<file path="src/rtl/spi_line_cmd_assembler.sv">
// spi_line_cmd_assembler
//   Collects 16-bit words from the SPI slave receiver into four-word line
//   commands (x0, y0, x1, y1). Completed commands are buffered in a small
//   FIFO and handed to the line rasterizer over a valid/ready handshake.
//   A partial command is dropped after TIMEOUT idle cycles, which restores
//   word framing after an aborted host transfer.
//
//   Optional feature macro: SPI_CMD_CLAMP_EN
//     defined   : x fields are clamped to H_RES-1 and y fields to V_RES-1
//                 (unsigned) as they are latched.
//     undefined : words are stored unmodified.
//
// Ports
//   clock            in   system clock, rising edge
//   io_aresetn       in   asynchronous active-low reset
//   io_wordValid     in   one-cycle pulse, a received word is complete
//   io_wordData      in   received word (CORDW)
//   io_cmdValid      out  FIFO not empty
//   io_cmdReady      in   rasterizer accepts the head command
//   io_x0..io_y1     out  head command fields (CORDW each)
//   io_busy          out  partial command in progress
//   io_level         out  FIFO occupancy
//   io_overflow      out  sticky, a completed command was dropped
//   io_clearOverflow in   synchronous clear of io_overflow
module spi_line_cmd_assembler #(
  parameter int CORDW      = 16,
  parameter int FIFO_DEPTH = 4,
  parameter int TIMEOUT    = 4096,
  parameter int H_RES      = 640,
  parameter int V_RES      = 480
) (
  input  logic                            clock,
  input  logic                            io_aresetn,
  input  logic                            io_wordValid,
  input  logic [CORDW-1:0]                io_wordData,
  output logic                            io_cmdValid,
  input  logic                            io_cmdReady,
  output logic [CORDW-1:0]                io_x0,
  output logic [CORDW-1:0]                io_y0,
  output logic [CORDW-1:0]                io_x1,
  output logic [CORDW-1:0]                io_y1,
  output logic                            io_busy,
  output logic [$clog2(FIFO_DEPTH):0]     io_level,
  output logic                            io_overflow,
  input  logic                            io_clearOverflow
);

  localparam int AW = $clog2(FIFO_DEPTH);
  localparam int PW = AW + 1;
  localparam int TW = $clog2(TIMEOUT + 1);

  localparam logic [CORDW-1:0] X_MAX = CORDW'(H_RES - 1);
  localparam logic [CORDW-1:0] Y_MAX = CORDW'(V_RES - 1);
  localparam logic [TW-1:0]    TMO_LAST = TW'(TIMEOUT - 1);

`ifdef SPI_CMD_CLAMP_EN
  localparam bit CLAMP_ON = 1'b1;
`else
  localparam bit CLAMP_ON = 1'b0;
`endif

  typedef struct packed {
    logic [CORDW-1:0] x0;
    logic [CORDW-1:0] y0;
    logic [CORDW-1:0] x1;
    logic [CORDW-1:0] y1;
  } cmd_t;

  function automatic logic [CORDW-1:0] clamp_x(input logic [CORDW-1:0] v);
    return (CLAMP_ON && (v > X_MAX)) ? X_MAX : v;
  endfunction

  function automatic logic [CORDW-1:0] clamp_y(input logic [CORDW-1:0] v);
    return (CLAMP_ON && (v > Y_MAX)) ? Y_MAX : v;
  endfunction

  // Framing and partial-command state
  logic [1:0]       widx_q, widx_d;
  logic [TW-1:0]    tmo_q, tmo_d;
  logic [CORDW-1:0] x0_q, x0_d, y0_q, y0_d, x1_q, x1_d;
  logic             push_s;
  cmd_t             push_cmd_s;

  // FIFO state
  cmd_t             mem_q [FIFO_DEPTH];
  logic [PW-1:0]    wptr_q, wptr_d, rptr_q, rptr_d;
  logic             ovf_q, ovf_d;
  logic             empty_s, full_s, pop_s, wr_ok_s, ovf_set_s;

  // Word framing and timeout; a word arriving on the expiry cycle wins.
  // The counter expires when it would step to TIMEOUT, so it never holds
  // a value above TIMEOUT-1.
  always_comb begin
    widx_d     = widx_q;
    tmo_d      = tmo_q;
    x0_d       = x0_q;
    y0_d       = y0_q;
    x1_d       = x1_q;
    push_s     = 1'b0;
    push_cmd_s = '{x0: x0_q, y0: y0_q, x1: x1_q, y1: clamp_y(io_wordData)};
    if (io_wordValid) begin
      tmo_d = '0;
      case (widx_q)
        2'd0: begin
          x0_d   = clamp_x(io_wordData);
          widx_d = 2'd1;
        end
        2'd1: begin
          y0_d   = clamp_y(io_wordData);
          widx_d = 2'd2;
        end
        2'd2: begin
          x1_d   = clamp_x(io_wordData);
          widx_d = 2'd3;
        end
        2'd3: begin
          push_s = 1'b1;
          widx_d = 2'd0;
        end
        default: begin
          widx_d = 2'd0;
        end
      endcase
    end else if (widx_q != 2'd0) begin
      if (tmo_q == TMO_LAST) begin
        widx_d = 2'd0;
        tmo_d  = '0;
        x0_d   = '0;
        y0_d   = '0;
        x1_d   = '0;
      end else begin
        tmo_d = tmo_q + TW'(1);
      end
    end else begin
      tmo_d = '0;
    end
  end

  // Framing registers
  always_ff @(posedge clock or negedge io_aresetn) begin
    if (!io_aresetn) begin
      widx_q <= 2'd0;
      tmo_q  <= '0;
      x0_q   <= '0;
      y0_q   <= '0;
      x1_q   <= '0;
    end else begin
      widx_q <= widx_d;
      tmo_q  <= tmo_d;
      x0_q   <= x0_d;
      y0_q   <= y0_d;
      x1_q   <= x1_d;
    end
  end

  // FIFO control: when full, a same-cycle pop frees the slot the push
  // writes into (the tail index equals the departing head index).
  always_comb begin
    empty_s   = (wptr_q == rptr_q);
    full_s    = ((wptr_q ^ rptr_q) == {1'b1, {AW{1'b0}}});
    pop_s     = !empty_s && io_cmdReady;
    wr_ok_s   = push_s && (!full_s || pop_s);
    ovf_set_s = push_s && full_s && !pop_s;
    wptr_d    = wr_ok_s ? (wptr_q + PW'(1)) : wptr_q;
    rptr_d    = pop_s ? (rptr_q + PW'(1)) : rptr_q;
    if (ovf_set_s) begin
      ovf_d = 1'b1;
    end else if (io_clearOverflow) begin
      ovf_d = 1'b0;
    end else begin
      ovf_d = ovf_q;
    end
  end

  // FIFO pointers and sticky overflow flag
  always_ff @(posedge clock or negedge io_aresetn) begin
    if (!io_aresetn) begin
      wptr_q <= '0;
      rptr_q <= '0;
      ovf_q  <= 1'b0;
    end else begin
      wptr_q <= wptr_d;
      rptr_q <= rptr_d;
      ovf_q  <= ovf_d;
    end
  end

  // FIFO storage; cleared on reset so the coordinate outputs read zero
  always_ff @(posedge clock or negedge io_aresetn) begin
    if (!io_aresetn) begin
      for (int i = 0; i < FIFO_DEPTH; i++) begin
        mem_q[i] <= '0;
      end
    end else begin
      if (wr_ok_s) begin
        mem_q[wptr_q[AW-1:0]] <= push_cmd_s;
      end
    end
  end

  assign io_cmdValid = !empty_s;
  assign io_x0       = mem_q[rptr_q[AW-1:0]].x0;
  assign io_y0       = mem_q[rptr_q[AW-1:0]].y0;
  assign io_x1       = mem_q[rptr_q[AW-1:0]].x1;
  assign io_y1       = mem_q[rptr_q[AW-1:0]].y1;
  assign io_busy     = (widx_q != 2'd0);
  assign io_level    = wptr_q - rptr_q;
  assign io_overflow = ovf_q;

endmodule

</file>
<file path="config.mk">
export PLATFORM = sky130hd
export DESIGN_NAME = spi_line_cmd_assembler
export DESIGN_NICKNAME = d
export VERILOG_FILES = /design/src/rtl/spi_line_cmd_assembler.sv
export SDC_FILE = /design/constraint.sdc
export NUM_CORES = 1
export LEC_CHECK = 0
export BUFFER_PORTS_ARGS = -buffer_cell sky130_fd_sc_hd__buf_2
export CAP_MARGIN = 25
export CORE_MARGIN = 3
export CORE_UTILIZATION = 35
export CTS_BUF_LIST = sky130_fd_sc_hd__clkbuf_4
export CTS_CLUSTER_DIAMETER = 120
export CTS_CLUSTER_SIZE = 25
export DETAILED_ROUTE_END_ITERATION = 10
export PLACE_DENSITY = 0.51
export SLEW_MARGIN = 20
export SYNTH_ARGS = -nofsm -noshare
export SYNTH_HDL_FRONTEND = slang
export SYNTH_SLANG_ARGS = --single-unit
export TNS_END_PERCENT = 20
</file>
<file path="constraint.sdc">
create_clock -name clock -period 2.8 [get_ports clock]
set_input_delay 0.56 -clock clock [delete_from_list [all_inputs] [get_ports clock]]
set_output_delay 0.56 -clock clock [all_outputs]
set_load 0.02 [all_outputs]
</file>
Word level (Yosys, flattened, before mapping)
Index checks and enable logic that the tools add are counted.
{"block": "word_totals", "reg_bits": 326, "inputBits": 21, "output_inout_bits": 70, "wordCells": 86}
{"block": "classes", "add_sub_neg": 4, "n_lt_le_gt_ge": 3, "eq_ne": 9, "n_mux": 25, "n_bitwise": 3, "reduce_logical": 18}
{"operator": "256-bit bitwise mux", "count": 1}
{"operator": "64-bit two-way mux", "count": 3}
{"operator": "64-bit binary-select mux with 2-bit select", "count": 1}
{"operator": "64-bit demux with 2-bit select", "count": 1}
{"operator": "16-bit two-way mux", "count": 8}
{"operator": "13-bit two-way mux", "count": 3}
{"operator": "13-bit by 1-bit adder with 13-bit output (second input constant)", "count": 1}
{"operator": "13-bit by 12-bit == test with 1-bit output (second input constant)", "count": 1}
{"operator": "3-bit AND reduction", "count": 3}
{"operator": "2-bit case mux with 4 select lines", "count": 1}
{"operator": "2-bit nonzero test", "count": 4}
{"operator": "3-bit by 1-bit adder with 3-bit output (second input constant)", "count": 2}
{"operator": "3-bit greater-or-equal comparator (second input constant)", "count": 2}
{"operator": "2-bit two-way mux", "count": 3}
{"operator": "2-bit by 1-bit != test with 1-bit output (second input constant)", "count": 3}
{"operator": "2-bit inverter with 3-bit output", "count": 2}
{"operator": "1-bit logical AND", "count": 5}
{"operator": "2-bit == test (second input constant)", "count": 2}
{"operator": "1-bit two-way mux", "count": 4}
{"operator": "3-bit == test", "count": 1}
{"operator": "3-bit == test (second input constant)", "count": 1}
{"operator": "1-bit logical NOT", "count": 3}
{"operator": "3-bit by 1-bit less-than comparator with 1-bit output (second input constant)", "count": 1}
{"operator": "3-bit subtractor", "count": 1}
{"operator": "other kinds (5)", "count": 5}

Longest topological paths before layout
{"block": "logic_depth", "ltp_word": 6, "depth_mapped": 10, "mapped_depth_nobuf": 5}

Worst setup path after synthesis
No wires, ideal clock.
{"block": "synth_path", "path_kind": "register to register", "start": "reg rptr_q[1]", "end": "reg mem_q[192] in the netlist's numbering", "setup_time_ns": 0.125, "arrival_ns": 2.640, "t_required_ns": 2.675, "setup_slack_ns": 0.035, "path_stages_with_launch": 10, "path_buffers": 4, "synth_period_minus_slack_ns": 2.765, "path_cell_list": "dfrtp_1 > clkbuf_1 > buf_1 > inv_1 > ha_1 > and3b_1 > buf_2 > a21oi_2 > buf_2 > mux2_2"}
{"block": "synth_between", "elab_chain_len": 5, "elab_cells_between_ends": 8, "cone_classes": "eq/ne (2); bitwise (1); reduce/logical (5)"}
{"item": "from (decl)", "line_no": "86", "rtl": "logic [PW-1:0] wptr_q, wptr_d, rptr_q, rptr_d;"}
{"item": "from (signal assigned)", "line_no": "183", "rtl": "rptr_q <= rptr_d;"}
{"item": "3-bit XOR or 3-bit == test (tied branches)", "line_no": "160, 159"}
{"item": "3-bit == test or 1-bit logical NOT (tied branches)", "line_no": "160, 161"}
{"item": "1-bit logical NOT or 1-bit logical AND (tied branches)", "line_no": "162, 161"}
{"item": "1-bit logical OR (*)", "line_no": "162", "rtl": "wr_ok_s = push_s && (!full_s || pop_s);"}
{"item": "1-bit logical AND (*)", "line_no": "162"}
{"item": "to (signal, indexed assignment)", "line_no": "196", "rtl": "mem_q[wptr_q[AW-1:0]] <= push_cmd_s;"}
{"item": "to (decl)", "line_no": "85", "rtl": "cmd_t mem_q [FIFO_DEPTH];"}
Mark *: on every way between the ends. The rest lies on a longest branch, timed or not.
A chain may end at the register's enable or synchronous reset.

Worst setup path in the final report
{"block": "layout_path", "start": "reg rptr_q[0]", "end": "out io_y1[10]"}
{"block": "layout_between", "elab_chain_len": 4}
{"item": "2-bit inverter with 3-bit output (implied by the code)", "line_no": "205", "rtl": "assign io_y1 = mem_q[rptr_q[AW-1:0]].y1;"}
{"item": "64-bit binary-select mux with 2-bit select", "line_no": "205"}
{"item": "64-bit two-way mux (implied by the code) (2 in a row)", "line_no": "205"}
{"item": "to (decl)", "line_no": "41", "rtl": "output logic [CORDW-1:0] io_y1,"}
No other way between the ends. The select of a mux whose other input is x is not followed.

==> results.md <==
Status:
- The flow ran to the end, and the final reports show no timing, DRC or antenna violations.

Timing:
- For this run, the top clock speed supported by timing is 359 MHz.
- Setup repair after global routing could not meet its margin everywhere.
- The maximum clock skew at final layout is 0.0679 ns.
- The number of hold-slack violations in the final timing report is 0.
- The number of slew-limit violations in the final report was 0.
- The smallest clock period supported by the final layout is computed as 2.79 ns.
- The pin slew with the least headroom to its limit is 0.709 ns.
- The worst pin sits at a relative slew slack of 52.7%.
- Setup violations remaining at the end of the flow were counted as 0.
- The final clock period utilization by the worst path is 99.6%.

Worst hold path:
- The startpoint of the worst hold path is io_clearOverflow.
- The worst hold path terminates at io_overflow.
- Along the worst hold path, the cell count comes to 2.
- The class of the most critical hold timing path is in2reg.

Placement:
- The post-place instance area is 15800 µm².
- Detailed placement ended at an HPWL of about 20 mm.
- Routability-driven placement finished with a final weighted congestion of roughly 0.77.
- The total placed cells including tap cells is 1492.
- The number of port buffers is 90.

Global routing:
- The total overflow left after global routing is 0.
- The first global-routing pass estimated about 54 mm of wire.
- Entering global routing, the biggest net connects 76 pins.
- The via count of the first global-routing pass is 8407.
- In the global route stage, overall resource usage came out at 15.8%.
- The initial antenna violation count is 2.

Worst setup path:
- In this run the critical register-to-register path is captured at mem_q[31].
- The depth of the most critical reg-to-reg path is 6.
- The slowest cell on the critical path is mux4_2.
- The cell family contributing the most delay on the critical path is multiplexers.
- The maximum fanout encountered on the critical timing path is 18.
- The data arrival time of the worst path is about 2.2 ns.
- For the worst setup path, the data required time is 2.24 ns.
- The kind of end point of the critical path is an output port.
- Walking the worst path, the cells encountered are buf_6 > buf_16 > mux4_2 > buf_2.
- For this run, the slowest stage of the critical path takes 0.60 ns.
- The reg-to-reg critical path startpoint is rptr_q[0].
- The critical path in this run is classified as reg2out.
- Across all register-to-register paths, the minimum setup slack is 0.51 ns.
- The worst setup path is launched from a flop.
- The critical path buffer and inverter count is 3.

Synthesis:
- After Yosys synthesis, and, or, nand and nor cells account for 1.38% of the synthesized area.
- The mux share of post-synthesis cell area is roughly a third.
- The xor and xnor area share after synthesis is 0.737%.
- The share of async-settable or async-resettable flops after synthesis is 100%.
- After Yosys synthesis, full adders, half adders and majority gates account for 1.18% of the synthesized area.
- Counting every instance in the synthesized netlist gives 900.
- For this run, the number of Yosys warnings is 0.
- The netlist area before placement is 14400 µm².
- Yosys mapped a number of flops with a built-in enable equal to 0.
- Summed over its instances, the top area cell type makes up 56.5% of the synthesized netlist area.
- Of the synthesized area, sequential elements account for 56.5%.
- Among all flip-flop cells after synthesis, the most frequent one is dfrtp_1.
- The number of different library cells used by synthesis comes to 37.
- After synthesis, the cell types taking the most area are dfrtp_1 57%, mux2_2 15%, mux4_2 10%.
- The average cell area after synthesis is ~16 µm².
- The number of nets in the synthesized netlist is 934.
- The dominant combinational cell family by area after synthesis is multiplexers.
- The library cell with the largest summed area after synthesis is dfrtp_1.
- The synthesized-area fraction occupied by ao, oa, aoi and oai cells is ~3%.
- The number of storage elements in the synthesis netlist is 326.

Cells and area:
- The final layout contains 1033 nets.
- The area of all placed cells without fillers is 16300 µm².
- The number of non-filler instances in the completed layout is 1527.
- The area growth from synthesis to layout is 13.1%.
- The proportion of layout cells with a drive suffix above 1 is 47.3%.
- The number of inserted filler cells in the final layout is 3699.

Pwr:
- The reported leakage power is 7.41 nW.
- The overall power after layout is 19.0 mW.
- VDD sags by at most 0.000930 V.
- The total power divided by cell area is 1170 nW/µm².

Detailed routing:
- The final layout contains routed wiring with a total length of ~35 mm.
- The detail route stage leaves a number of antenna-violating nets equal to 0.
- The mean number of vias per cell is 5.19.
- The starting DRC count in detailed routing is 374.
- The total DRC errors in the routed layout is 0.
- For this run, the detailed router's first-pass iteration total came to 4.
- Dividing the detail-routed wire length by the instance count gives 22.7 µm.
- Across all layers, the routed design uses 7926 vias.

Floorplanning:
- The area of the core region is 40200 µm².
- The I/O pin total is slightly above 90.
- The floorplan row count is 73.
- The die is 209 µm wide.
- The die covers 43700 µm².
- The die is roughly 210 µm tall.
- For this configuration, the core starts out at a cell density of 35.9%.

Clocking:
- The CTS tree is yes.
- Buffers inserted during clock tree synthesis total 17.
- The tree is rooted in a clkbuf_4.
- The worst-skew pair later-pin latency is about 0.7 ns.
- The total number of H-tree levels is 1.
- The number of sinks on the clock net is around 330.
- The number of buffers on the longest clock path is 3.
- After clock tree synthesis, the clock-pin slew on the worst setup and hold paths is 0.16 ns.

Flow run:
- The count of maximum capacitance violations is 0.
[through the flow]
step	TNS [ns]	utilization (%)	setup slack [ns]	hold slack, ns
5_1_grt	-2.61	40.6	-0.104	0.0673
3_5_place_dp	0	39.2	0.513	0.469
4_1_cts	-2.14	40.3	-0.0806	0.0217
2_1_floorplan	0	-	0.0349	0.264
3_3_place_gp	0	39.2	0.551	0.463
6_report	0	40.6	0.0125	0.0872
[area by class of cell]
type,count,area [µm²],share of cell area (%)
Clock buffer,17,128,0.782
Inverter,12,45.0,0.276
Timing Repair Buffer,135,1280,7.85
Clock inverter,2,50.0,0.307
Multi-Input combinational cell,507,5990,36.7
Tap cell,525,657,4.02
Sequential cell,326,8170,50.0
Antenna cell,3,7.51,0.0460
[cells in the final DEF (no fill, tap or decap), types with 5 or more instances in the layout]
cell	synthesis	final
clkbuf_4	0	17
ha_1	12	11
buf_2	33	71
xnor2_1	6	5
mux2i_1	49	49
nand4_1	5	5
nor2_1	6	5
inv_1	12	11
buf_6	6	18
o21ai_0	5	5
a21oi_1	56	55
nand2_1	7	7
buf_4	0	19
mux2_4	50	50
mux2_1	16	16
mux2_2	192	192
mux4_2	64	64
nand3_1	10	10
buf_12	0	17
buf_16	0	6
dfrtp_1	326	324
[layer usage]
metal | vias up | track usage, % | routed length (µm)
li1 | 3508 | - | -
met1 | 4313 | 24.1 | 17300
met2 | 82 | 25.3 | 16300
met3 | 23 | 1.55 | 813
met4 | 0 | 2.38 | 361
met5 | - | 0 | 0
[cells in the mapped netlist, types with 2 or more instances]
cell	instances
o31ai_1	4
mux4_2	64
dfrtp_1	326
ha_1	12
mux2_1	16
buf_2	33
buf_6	6
nand2_1	7
nand3_1	10
clkbuf_1	15
mux2_4	50
xnor2_1	6
o21ai_0	5
o21a_1	2
or4_1	4
inv_1	12
nand4_1	5
a21oi_2	2
or3_1	2
xor2_1	3
mux2i_1	49
a21oi_1	56
mux2_2	192
nor2_1	6
[how the worst max path moves through the flow]
stage / cells past startpoint / end / startpoint / slack, ns
6_report: 4 / io_y1[10] / rptr_q[0] / 0.01
5_1_grt: 4 / io_y1[10] / rptr_q[0] / -0.10
4_1_cts: 4 / io_level[1] / rptr_q[1] / -0.08
3_5_place_dp: 6 / mem_q[0] / wptr_q[0] / 0.51
3_3_place_gp: 6 / mem_q[31] / wptr_q[0] / 0.55
2_1_floorplan: 9 / mem_q[192] / rptr_q[1] / 0.03
[power breakdown]
| part | total (mW) | internal [mW] | switching (mW) |
|---|---|---|---|
| Combinational | 9.05 | 4.81 | 4.25 |
| Clock | 1.80 | 0.397 | 1.41 |
| Sequential | 8.17 | 6.77 | 1.40 |
| Total | 19.0 | 12.0 | 7.05 |
[registers in the layout (all words and copies together), names as in the netlist]
signal       flops
mem_q          256
x0_q            16
x1_q            16
y0_q            16
tmo_q           13
rptr_q           3
wptr_q           3
widx_q           2
io_overflow      1
[cells by family (layout without fill, tap and decap cells)]
kind of cell               count (synthesis)  count (layout)
xor gates and xnor gates                  10              10
buffers and inverters                     67             166
AOI/OAI and AO/OA                         76              76
muxes                                    371             371
adders and majority gates                 13              13
and+or+nand+nor                           37              37
other                                      0               3
DFF                                      326             326
[worst reg2reg max path, stage by stage, from the launching register on]
cell     delay, ns
dfrtp_4       0.53
buf_4         0.14
ha_2          0.27
and3b_1       0.34
a21oi_4       0.28
buf_12        0.31
mux2_2        0.41
[timing repair]
action	in CTS	in global routing
buffers inserted	7	0
hold buffers	1	0
endpoints found under the hold margin	62	0
setup endpoints to repair	66	66
resized for setup	19	28
cloned	4	2
pin swaps	0	1
(Power assumes the default switching activity.)
